File: src/rtl/ccd_frame_writer_if.sv
// rtl/ccd_frame_writer_if.sv - AXI write-only channel bundle for the CCD frame writer
interface ccd_frame_writer_if #(
    parameter int AXI_AW  = 32,
    parameter int AXI_DW  = 64,
    parameter int AXI_IDW = 1
);
    logic [AXI_AW-1:0]   awaddr;
    logic [7:0]          awlen;
    logic [2:0]          awsize;
    logic [1:0]          awburst;
    logic [AXI_IDW-1:0]  awid;
    logic                awvalid;
    logic                awready;
    logic [AXI_DW-1:0]   wdata;
    logic [AXI_DW/8-1:0] wstrb;
    logic                wlast;
    logic                wvalid;
    logic                wready;
    logic [1:0]          bresp;
    logic [AXI_IDW-1:0]  bid;
    logic                bvalid;
    logic                bready;

    modport master (
        output awaddr, awlen, awsize, awburst, awid, awvalid,
        input  awready,
        output wdata, wstrb, wlast, wvalid,
        input  wready,
        input  bresp, bid, bvalid,
        output bready
    );

    modport slave (
        input  awaddr, awlen, awsize, awburst, awid, awvalid,
        output awready,
        input  wdata, wstrb, wlast, wvalid,
        output wready,
        output bresp, bid, bvalid,
        input  bready
    );
endinterface

File: src/rtl/ccd_frame_writer.sv
// rtl/ccd_frame_writer.sv - CCD pixel packer, word FIFO and AXI burst writer for one frame
module ccd_frame_writer #(
    parameter int AXI_AW     = 32,
    parameter int AXI_DW     = 64,
    parameter int AXI_IDW    = 1,
    parameter int BURST_LEN  = 16,
    parameter int FIFO_DEPTH = 64
) (
    input  logic              clk,
    input  logic              rst,
    input  logic [AXI_AW-1:0] cfg_base,
    input  logic [23:0]       cfg_pixels,
    input  logic              start,
    output logic              busy,
    output logic              done,
    output logic              overflow,
    output logic              err,
    input  logic              pix_valid,
    input  logic              pix_sof,
    input  logic [13:0]       pix_data,
    ccd_frame_writer_if.master m
);
    localparam int PW = $clog2(FIFO_DEPTH);
    localparam int LW = $clog2(BURST_LEN) + 1;
    localparam logic [PW:0] FULL_CNT  = FIFO_DEPTH[PW:0];
    localparam logic [PW:0] BURST_CNT = BURST_LEN[PW:0];

    typedef enum logic [1:0] {C_IDLE, C_ARM, C_RUN} cap_state_t;
    typedef enum logic [1:0] {W_IDLE, W_AW, W_DATA, W_RESP} wr_state_t;

    cap_state_t          c_state;
    wr_state_t           w_state;
    logic [AXI_AW-1:0]   base;
    logic [21:0]         frame_words;
    logic [21:0]         words_pushed;
    logic [21:0]         words_sent;
    logic [1:0]          pack_idx;
    logic [47:0]         pack;
    logic                capture_end;
    logic [AXI_DW-1:0]   mem [FIFO_DEPTH];
    logic [PW:0]         wr_ptr;
    logic [PW:0]         rd_ptr;
    logic [PW:0]         fifo_count;
    logic                fifo_full;
    logic                push;
    logic                pop;
    logic [AXI_DW-1:0]   push_word;
    logic [LW-1:0]       len;
    logic [LW-1:0]       beat;
    logic [LW-1:0]       issue_len;
    logic                unused_inputs;

    assign fifo_count = wr_ptr - rd_ptr;
    assign fifo_full  = (fifo_count == FULL_CNT);
    assign push_word  = {2'b00, pix_data, pack};
    assign push       = (c_state == C_RUN) && pix_valid && (pack_idx == 2'd3) && !fifo_full;
    assign pop        = (w_state == W_DATA) && m.wvalid && m.wready;
    // A short tail burst only happens once capture has ended, so fifo_count fits in len then.
    assign issue_len  = (fifo_count >= BURST_CNT) ? BURST_LEN[LW-1:0] : fifo_count[LW-1:0];

    assign m.awsize   = 3'd3;
    assign m.awburst  = 2'b01;
    assign m.awid     = '0;
    assign m.wstrb    = '1;
    assign m.wdata    = m.wvalid ? mem[rd_ptr[PW-1:0]] : '0;

    assign unused_inputs = ^{m.bid, cfg_pixels[1:0]};

    // FIFO storage: written on every accepted push, read combinationally at the head.
    always_ff @(posedge clk) begin
        if (push) mem[wr_ptr[PW-1:0]] <= push_word;
    end

    // Capture FSM, write FSM and FIFO pointers share one block since busy/capture_end cross both.
    always_ff @(posedge clk) begin
        if (rst) begin
            c_state      <= C_IDLE;
            w_state      <= W_IDLE;
            busy         <= 1'b0;
            done         <= 1'b0;
            overflow     <= 1'b0;
            err          <= 1'b0;
            base         <= '0;
            frame_words  <= '0;
            words_pushed <= '0;
            words_sent   <= '0;
            pack_idx     <= 2'd0;
            pack         <= '0;
            capture_end  <= 1'b0;
            wr_ptr       <= '0;
            rd_ptr       <= '0;
            len          <= '0;
            beat         <= '0;
            m.awaddr     <= '0;
            m.awlen      <= '0;
            m.awvalid    <= 1'b0;
            m.wvalid     <= 1'b0;
            m.wlast      <= 1'b0;
            m.bready     <= 1'b0;
        end else begin
            done <= 1'b0;
            if (push) wr_ptr <= wr_ptr + 1'b1;
            if (pop)  rd_ptr <= rd_ptr + 1'b1;

            case (c_state)
                C_IDLE: begin
                    if (start && !busy) begin
                        base         <= cfg_base;
                        frame_words  <= cfg_pixels[23:2];
                        words_pushed <= '0;
                        words_sent   <= '0;
                        overflow     <= 1'b0;
                        err          <= 1'b0;
                        capture_end  <= 1'b0;
                        pack_idx     <= 2'd0;
                        busy         <= 1'b1;
                        c_state      <= C_ARM;
                    end
                end
                C_ARM: begin
                    if (pix_valid && pix_sof) begin
                        pack[15:0] <= {2'b00, pix_data};
                        pack_idx   <= 2'd1;
                        c_state    <= C_RUN;
                    end
                end
                C_RUN: begin
                    if (pix_valid) begin
                        if (pack_idx == 2'd3) begin
                            pack_idx <= 2'd0;
                            if (fifo_full) begin
                                overflow    <= 1'b1;
                                capture_end <= 1'b1;
                                c_state     <= C_IDLE;
                            end else begin
                                words_pushed <= words_pushed + 22'd1;
                                if (words_pushed + 22'd1 == frame_words) begin
                                    capture_end <= 1'b1;
                                    c_state     <= C_IDLE;
                                end
                            end
                        end else begin
                            pack[{pack_idx, 4'b0000} +: 16] <= {2'b00, pix_data};
                            pack_idx <= pack_idx + 2'd1;
                        end
                    end
                end
                default: c_state <= C_IDLE;
            endcase

            case (w_state)
                W_IDLE: begin
                    if (busy) begin
                        if (fifo_count >= BURST_CNT || (capture_end && fifo_count != '0)) begin
                            len       <= issue_len;
                            m.awaddr  <= base + (AXI_AW'(words_sent) << 3);
                            m.awlen   <= 8'(issue_len) - 8'd1;
                            m.awvalid <= 1'b1;
                            w_state   <= W_AW;
                        end else if (capture_end) begin
                            done        <= 1'b1;
                            busy        <= 1'b0;
                            capture_end <= 1'b0;
                        end
                    end
                end
                W_AW: begin
                    if (m.awready) begin
                        m.awvalid <= 1'b0;
                        m.wvalid  <= 1'b1;
                        m.wlast   <= (len == LW'(1));
                        beat      <= '0;
                        w_state   <= W_DATA;
                    end
                end
                W_DATA: begin
                    if (m.wready) begin
                        beat <= beat + LW'(1);
                        if (m.wlast) begin
                            m.wvalid <= 1'b0;
                            m.wlast  <= 1'b0;
                            m.bready <= 1'b1;
                            w_state  <= W_RESP;
                        end else begin
                            m.wlast <= (beat + LW'(2) == len);
                        end
                    end
                end
                W_RESP: begin
                    if (m.bvalid) begin
                        m.bready   <= 1'b0;
                        if (m.bresp != 2'b00) err <= 1'b1;
                        words_sent <= words_sent + 22'(len);
                        w_state    <= W_IDLE;
                    end
                end
                default: w_state <= W_IDLE;
            endcase
        end
    end
endmodule
File: src/flat_wrapper.sv
// flat-port wrapper written by rule: the top's interface ports become plain ports
module ccd_frame_writer_flat 
#(
    parameter int AXI_AW     = 32,
    parameter int AXI_DW     = 64,
    parameter int AXI_IDW    = 1,
    parameter int BURST_LEN  = 16,
    parameter int FIFO_DEPTH = 64
)
  (clk, rst, cfg_base, cfg_pixels, start, busy, done, overflow, err, pix_valid, pix_sof, pix_data, m_awaddr, m_awlen, m_awsize, m_awburst, m_awid, m_awvalid, m_awready, m_wdata, m_wstrb, m_wlast, m_wvalid, m_wready, m_bresp, m_bid, m_bvalid, m_bready);
  ccd_frame_writer_if #(.AXI_AW(AXI_AW), .AXI_DW(AXI_DW), .AXI_IDW(AXI_IDW)) m_i ();
  input  logic clk;
  input  logic rst;
  input  logic [AXI_AW-1:0] cfg_base;
  input  logic [23:0] cfg_pixels;
  input  logic start;
  output logic busy;
  output logic done;
  output logic overflow;
  output logic err;
  input  logic pix_valid;
  input  logic pix_sof;
  input  logic [13:0] pix_data;
  output wire logic [$bits(m_i.awaddr)-1:0] m_awaddr;
  output wire logic [$bits(m_i.awlen)-1:0] m_awlen;
  output wire logic [$bits(m_i.awsize)-1:0] m_awsize;
  output wire logic [$bits(m_i.awburst)-1:0] m_awburst;
  output wire logic [$bits(m_i.awid)-1:0] m_awid;
  output wire logic [$bits(m_i.awvalid)-1:0] m_awvalid;
  input wire logic [$bits(m_i.awready)-1:0] m_awready;
  output wire logic [$bits(m_i.wdata)-1:0] m_wdata;
  output wire logic [$bits(m_i.wstrb)-1:0] m_wstrb;
  output wire logic [$bits(m_i.wlast)-1:0] m_wlast;
  output wire logic [$bits(m_i.wvalid)-1:0] m_wvalid;
  input wire logic [$bits(m_i.wready)-1:0] m_wready;
  input wire logic [$bits(m_i.bresp)-1:0] m_bresp;
  input wire logic [$bits(m_i.bid)-1:0] m_bid;
  input wire logic [$bits(m_i.bvalid)-1:0] m_bvalid;
  output wire logic [$bits(m_i.bready)-1:0] m_bready;
  assign m_awaddr = m_i.awaddr;
  assign m_awlen = m_i.awlen;
  assign m_awsize = m_i.awsize;
  assign m_awburst = m_i.awburst;
  assign m_awid = m_i.awid;
  assign m_awvalid = m_i.awvalid;
  assign m_i.awready = m_awready;
  assign m_wdata = m_i.wdata;
  assign m_wstrb = m_i.wstrb;
  assign m_wlast = m_i.wlast;
  assign m_wvalid = m_i.wvalid;
  assign m_i.wready = m_wready;
  assign m_i.bresp = m_bresp;
  assign m_i.bid = m_bid;
  assign m_i.bvalid = m_bvalid;
  assign m_bready = m_i.bready;
  ccd_frame_writer #(.AXI_AW(AXI_AW), .AXI_DW(AXI_DW), .AXI_IDW(AXI_IDW), .BURST_LEN(BURST_LEN), .FIFO_DEPTH(FIFO_DEPTH)) u_core (.clk(clk), .rst(rst), .cfg_base(cfg_base), .cfg_pixels(cfg_pixels), .start(start), .busy(busy), .done(done), .overflow(overflow), .err(err), .pix_valid(pix_valid), .pix_sof(pix_sof), .pix_data(pix_data), .m(m_i));
endmodule
File: config.mk
export PLATFORM = sky130hd
export DESIGN_NAME = ccd_frame_writer_flat
export DESIGN_NICKNAME = d
export VERILOG_FILES = /design/src/rtl/ccd_frame_writer_if.sv /design/src/rtl/ccd_frame_writer.sv /design/src/flat_wrapper.sv
export SDC_FILE = /design/constraint.sdc
export NUM_CORES = 2
export LEC_CHECK = 0
export ABC_CLOCK_PERIOD_IN_PS = 7390
export BUFFER_PORTS_ARGS = -buffer_cell sky130_fd_sc_hd__buf_2
export CAP_MARGIN = 25
export CELL_PAD_IN_SITES_DETAIL_PLACEMENT = 0
export CELL_PAD_IN_SITES_GLOBAL_PLACEMENT = 1
export CORE_MARGIN = 4
export CORE_UTILIZATION = 45
export DETAILED_ROUTE_END_ITERATION = 8
export GPL_TIMING_DRIVEN = 0
export HOLD_SLACK_MARGIN = 0.08
export PLACE_DENSITY = 0.69
export SYNTH_ARGS = -nofsm -noshare
export SYNTH_HDL_FRONTEND = slang
export SYNTH_SLANG_ARGS = --single-unit
File: constraint.sdc
create_clock -name clk -period 7.39 [get_ports clk]
set_input_delay 0.739 -clock clk [delete_from_list [all_inputs] [get_ports clk]]
set_output_delay 0.739 -clock clk [all_outputs]
set_load 0.005 [all_outputs]
Word-level counts from Yosys, hierarchy flattened --
Memory sizes are Yosys's and may differ from the RTL's. A register that Yosys moved wholly into a read port is not among the register bits. Cells that the tools add are included.
Operators by class: $add $sub $neg 11, magnitude comparators 1, equality and inequality tests 24, shift-type cells 2, mux-type cells 85, bitwise operators 3, reduce and logical (&&, ||, !) cells 35
Operator list (count):
- $mux W22 | 8
- $mux W64 | 1
- $bwmux W48 | 1
- $mux W16 | 3
- $shift A16 B8 Y48 const A | 1
- $shiftx A16 B8 Y48 | 1
- $pmux W22 S2 | 1
- $mux W1 | 39
- $add A32 B25 Y32 | 1
- $mux W2 | 16
- $pmux W16 S2 | 1
- $add A22 B1 Y22 const B | 1
- $add A22 B5 Y22 | 1
- $eq A22 B22 Y1 | 1
- $reduce_and A4 Y1 | 5
- $mux W5 | 3
- $reduce_and A5 Y1 | 3
- $add A7 B1 Y7 const B | 2
- $ne A2 B2 Y1 const B | 7
- $mux W6 | 2
- $ne A2 B1 Y1 const B | 6
- $pmux W1 S2 | 6
- $pmux W2 S3 | 2
- $reduce_bool A2 Y1 | 6
- other kinds (26) | 43
Storage, ports and cells: flip-flop bits (word level) 225, memory bits (writable) 3968, input port bits 81, output and inout port bits 126, logic and storage cells 186, memories kept 1
Memories:
- u_core.mem | depth 64, bits a word 62, read ports 1, clocked after memory_dff 1, wr ports 1, line ccd_frame_writer.sv:40 | logic [AXI_DW-1:0] mem [FIFO_DEPTH];

Longest topological paths before layout --
depth in word-level cells 11, gate-level depth with buffers 14, gate-level depth less buffers 14

Worst setup path before layout --
Ideal clock, no wire load.
path kind reg-to-reg, from register u_core.wr_ptr[0], to memory u_core.mem[62][0] (netlist bit), enable pin, arrival time 5.177 ns, slack 1.743 ns, stages on the path, launching flop included 14, buffers on the path 2, period minus slack after synthesis 5.647 ns, cells stage by stage dfxtp_1 -> inv_1 -> ha_1 -> inv_1 -> fa_1 -> a21o_1 -> a311o_1 -> a21oi_2 -> xor2_1 -> o41ai_1 -> buf_2 -> or3_1 -> clkbuf_1 -> nor2_1
Between the ends: cells in the longest elaborated chain, start to end 6
Ends and longest elaborated chain:
- start: declaration | line ccd_frame_writer.sv:41 | logic [PW:0] wr_ptr;
- start signal: assignment | line ccd_frame_writer.sv:102 | if (push) wr_ptr <= wr_ptr + 1'b1;
- $sub A7 B7 Y7 | line ccd_frame_writer.sv:53 | assign fifo_count = wr_ptr - rd_ptr;
- $eq A7 B7 Y1 | line ccd_frame_writer.sv:54 | assign fifo_full = (fifo_count == FULL_CNT);
- $logic_not A1 Y1 | line ccd_frame_writer.sv:56 | assign push = (c_state == C_RUN) && pix_valid && (pack_idx == 2'd3) && !fifo_full;
- $logic_and A1 B1 Y1 | line ccd_frame_writer.sv:56
- $mux W1 | line ccd_frame_writer.sv:71 | if (push) mem[wr_ptr[PW-1:0]] <= push_word;
- $mux W1 (implied by the code) | line ccd_frame_writer.sv:71
- end: declaration | line ccd_frame_writer.sv:40
Several ways; a longest one is shown, not always the timed one.

==> impl_results.md <==
* Buffer and inverter count on the worst path at 5
* WHS Path Cells at 4
* HPWL Detailed at between 200000 and 300000 µm
* Post-synthesis simple-gate area fraction at 0.0251
* Avg WL per Cell at 33.5 µm
* Skew-Pair Late Insertion Delay at 0.94 ns
* TritonCTS clock tree: yes
* Post-route ant nets at 0
* Setup CP Type: flop to output pin
* Depth of the worst register-to-register path at 16
* Xor and xnor area share after synthesis at 0.00515
* Share of synthesized area occupied by flip-flops and latches at 0.757
* Placement Setup Slack at 1.47 ns
* Ratio of total power to cell area at 256 nW/µm²
* Kind of cell adding the most delay to the critical path: buffers and inverters
* Gpl congestion at around 0.84
* Number of failing hold endpoints at the final stage at 0
* Count of buffers added by post-CTS timing repair for setup at 0
* Clock edge transition at the registers on the reported setup and hold paths at 0.06 ns
* Synthesized flop and latch total at 3807
* Count of max-cap constraint violations at 0
* Fin nets at just under 8000
* Worst path max stage delay at 0.85 ns
* Global-route wire length before repair at 580000 µm
* Standard cell with the maximum stage delay on the critical path: sky130_fd_sc_hd__clkbuf_1
* Leakage at between 0.04 and 0.05 µW
* Largest family of logic cells by synthesized area: multiplexers
* Tightest Pin Transition at about 1.1 ns
* Top library cells by usage in the layout, fill and taps aside: 3584 x sky130_fd_sc_hd__edfxtp_1, 1145 x sky130_fd_sc_hd__mux4_2, 386 x sky130_fd_sc_hd__clkbuf_16, 313 x sky130_fd_sc_hd__nand2_1
* Post-layout min period at between 6 and 7 ns
* Buffers added on ports at 180
* Syn Area/Cell at 21.9 µm²
* Number of fillers in the final layout at 25000
* Tcrit/Tclk final at 0.943
* Number of buffers created by CTS at approximately 380
* Worst min-delay path startpoint: m_bvalid
* Post-detailed-route via-to-cell ratio at 6.10
* Cell chosen for the clock root: sky130_fd_sc_hd__clkbuf_16
* Count of pins over their slew limit at 0
* Largest net degree at the start of global routing at 68
* Fraction of final layout cells with drive strength greater than 1 at 0.311
* Setup WS post-layout at 0.420 ns
* Overall global routing resource usage at 0.242
* Area growth syn-to-layout at 17.6%
* Fin Clk Skew at just under 0.05 ns
* Initial antenna violation count at 34
* Initial core utilization at 0.452
* Largest fanout on the critical path at 11
* Die extent in y at ~580 µm
* Required time of the worst setup path at approximately 6.7 ns
* Area fraction in compound gates after synthesis at 0.0155
* Number of primary I/O pins at 207
* Leading register cell type out of synthesis: sky130_fd_sc_hd__edfxtp_1
* Most frequent cell on the critical path: sky130_fd_sc_hd__clkbuf_1
* Via count of the first global-routing pass at 75900
* Setup Total Neg Slack at 0 ns
* Upper clock frequency limit at 143 MHz
* Via count of the routed design at approximately 75000
* Category of the worst setup path capture point: output pin
* Site row count at 210
* Yosys warning total at 0
* Number of flops mapped to enable cells by yosys at ~3600
* Gate count after technology mapping at 6754
* RSZ-0062 raised after global routing: false
* Reg2reg start: u_core.wr_ptr[0]
* Startpoint type of the worst setup path: flop
* Number of clock sinks seen by CTS at around 3800
* Total standard cell area after synthesis at 148000 µm²
* Endpoints failing setup at 0
* Final Total Pwr at 44500 µW
* Post-synthesis cell type count at between 70 and 80
* DR iter-0 viols at around 10000
* Levels on crit path at 10
* Hold WC Path Type: input pin to flop
* Critical-path cell list: clkbuf_1, clkbuf_2, clkbuf_1, clkbuf_1, mux4_2, mux4_2, mux2i_1, nand2_1, o211a_1, buf_2
* Share of async-settable or async-resettable flops after synthesis at 0
* Slew headroom at 0.257
* First-pass iteration count of the detailed router at 6
* Multiplexer share of the synthesized area at 0.179
* Worst Path Arrival at 6.23 ns
* Commonest non-fill, non-tap cell in the layout: sky130_fd_sc_hd__edfxtp_1
* Core area at 327000 µm²
* Maximum count of clock buffers along a single path at 4
* Run status: finished clean
* Number of levels the H-tree was split into at 5
* Adder-cell share of the synthesized area at 0.00480
* Total die area at 338000 µm²
* Peak supply drop at between 200 and 250 µV
* Die W at between 500 and 600 µm
* Remaining design rule violation count at 0
* Gr ovfl total at 0
* Total length of routed wires at 414000 µm
sequential cells by signal, indices dropped and copies added (netlist names), 2 cells and up, named ones only:
signal / flops
u_core.m.awaddr: 32
u_core.pack_idx: 2
u_core.beat: 5
u_core.wr_ptr: 7
u_core.frame_words: 22
u_core.words_pushed: 22
u_core.c_state: 2
u_core.pack: 42
u_core.m.awlen: 6
u_core.words_sent: 22
u_core.rd_ptr: 7
u_core.base: 32
u_core.len: 5
u_core.mem: 3584
u_core.w_state: 2
tightest hold or removal path, stage by stage:
cell and delay [ns]:
sky130_fd_sc_hd__buf_2 0.14, sky130_fd_sc_hd__nand2_1 0.06, sky130_fd_sc_hd__a21oi_1 0.06, sky130_fd_sc_hd__nor2_1 0.07
worst paths after layout:
kind / end / slack, ns
setup / recovery: m_wdata[57] / 0.42
hold / removal: u_core.m.bready / 0.18
setup reg to reg: u_core.mem[8][29] / 1.82
hold reg to reg: u_core.m.awaddr[5] / 0.45
cell usage after synthesis, types with 8 or more instances:
cell	instances	area share
sky130_fd_sc_hd__or3_1	16	0.00068
sky130_fd_sc_hd__nor3_1	29	0.00098
sky130_fd_sc_hd__clkbuf_1	230	0.0058
sky130_fd_sc_hd__nor2_1	175	0.0044
sky130_fd_sc_hd__nand3_1	93	0.0031
sky130_fd_sc_hd__a21oi_1	189	0.0064
sky130_fd_sc_hd__o21ai_0	42	0.0014
sky130_fd_sc_hd__buf_1	25	0.00063
sky130_fd_sc_hd__mux4_2	1145	0.17
sky130_fd_sc_hd__edfxtp_1	3584	0.73
sky130_fd_sc_hd__a211oi_1	10	0.00051
sky130_fd_sc_hd__o211a_1	33	0.0022
sky130_fd_sc_hd__nand3b_1	17	0.00086
sky130_fd_sc_hd__xnor2_1	64	0.0038
sky130_fd_sc_hd__buf_2	104	0.0035
sky130_fd_sc_hd__nand2_1	313	0.0079
sky130_fd_sc_hd__nor4_1	13	0.00055
sky130_fd_sc_hd__buf_4	34	0.0017
sky130_fd_sc_hd__nand2b_1	13	0.00055
sky130_fd_sc_hd__a31oi_1	13	0.00055
sky130_fd_sc_hd__mux2_2	34	0.0026
sky130_fd_sc_hd__nor3b_1	9	0.00046
sky130_fd_sc_hd__and3_1	27	0.0011
sky130_fd_sc_hd__ha_1	52	0.0044
sky130_fd_sc_hd__dfxtp_1	223	0.030
sky130_fd_sc_hd__inv_1	38	0.00096
sky130_fd_sc_hd__mux2i_1	36	0.0024
sky130_fd_sc_hd__nand4_1	15	0.00063
sky130_fd_sc_hd__and2_1	31	0.0013
sky130_fd_sc_hd__nand4b_1	8	0.00047
sky130_fd_sc_hd__xor2_1	23	0.0014
cells by family after synthesis:
group / after synthesis
XOR/XNOR: 87
AND/OR/NAND/NOR: 793
multiplexers: 1215
buffers and inverters: 434
other: 2
flip-flops: 3807
adder cells (fa/ha/maj): 55
AO/OA/AOI/OAI: 361
power by group:
group	internal, µW	switching [µW]
combinational	438	1050
sequential	23800	183
clock	10800	8120
per-layer routing:
layer | vias up | track usage | part of all wire
met5 | - | 0 | 0.00024
met4 | 14 | 0.0846 | 0.039
met3 | 752 | 0.0483 | 0.092
met2 | 3949 | 0.391 | 0.48
met1 | 40400 | 0.331 | 0.38
li1 | 30300 | - | -
final cells by class:
cell class	count	area, µm²	share of cell area
Sequential cell	3807	112000	0.644
Inverter	38	143	0.000820
Clock inverter	242	2190	0.0126
Multi-Input combinational cell	2533	34600	0.199
Timing Repair Buffer	540	7740	0.0445
Antenna cell	10	25.0	0.000144
Clock buffer	455	9980	0.0573
Tap cell	4346	5440	0.0313
Buffer	396	1780	0.0102
repair_timing:
action,in CTS,in global routing
hold buffers,57,0
resized for setup,0,0
endpoints found under the hold margin,56,0
through the flow:
step,hold WS (ns),std cells,instance area (µm²),util
floorplan,0.432,6774,148000,-
global route,0.138,12400,174000,0.531
CTS,0.105,12300,174000,0.531
global placement,0.442,11300,154000,0.472
detailed placement,0.441,11600,161000,0.492
finish,0.181,12400,174000,0.531
(Power assumes the default switching activity.)
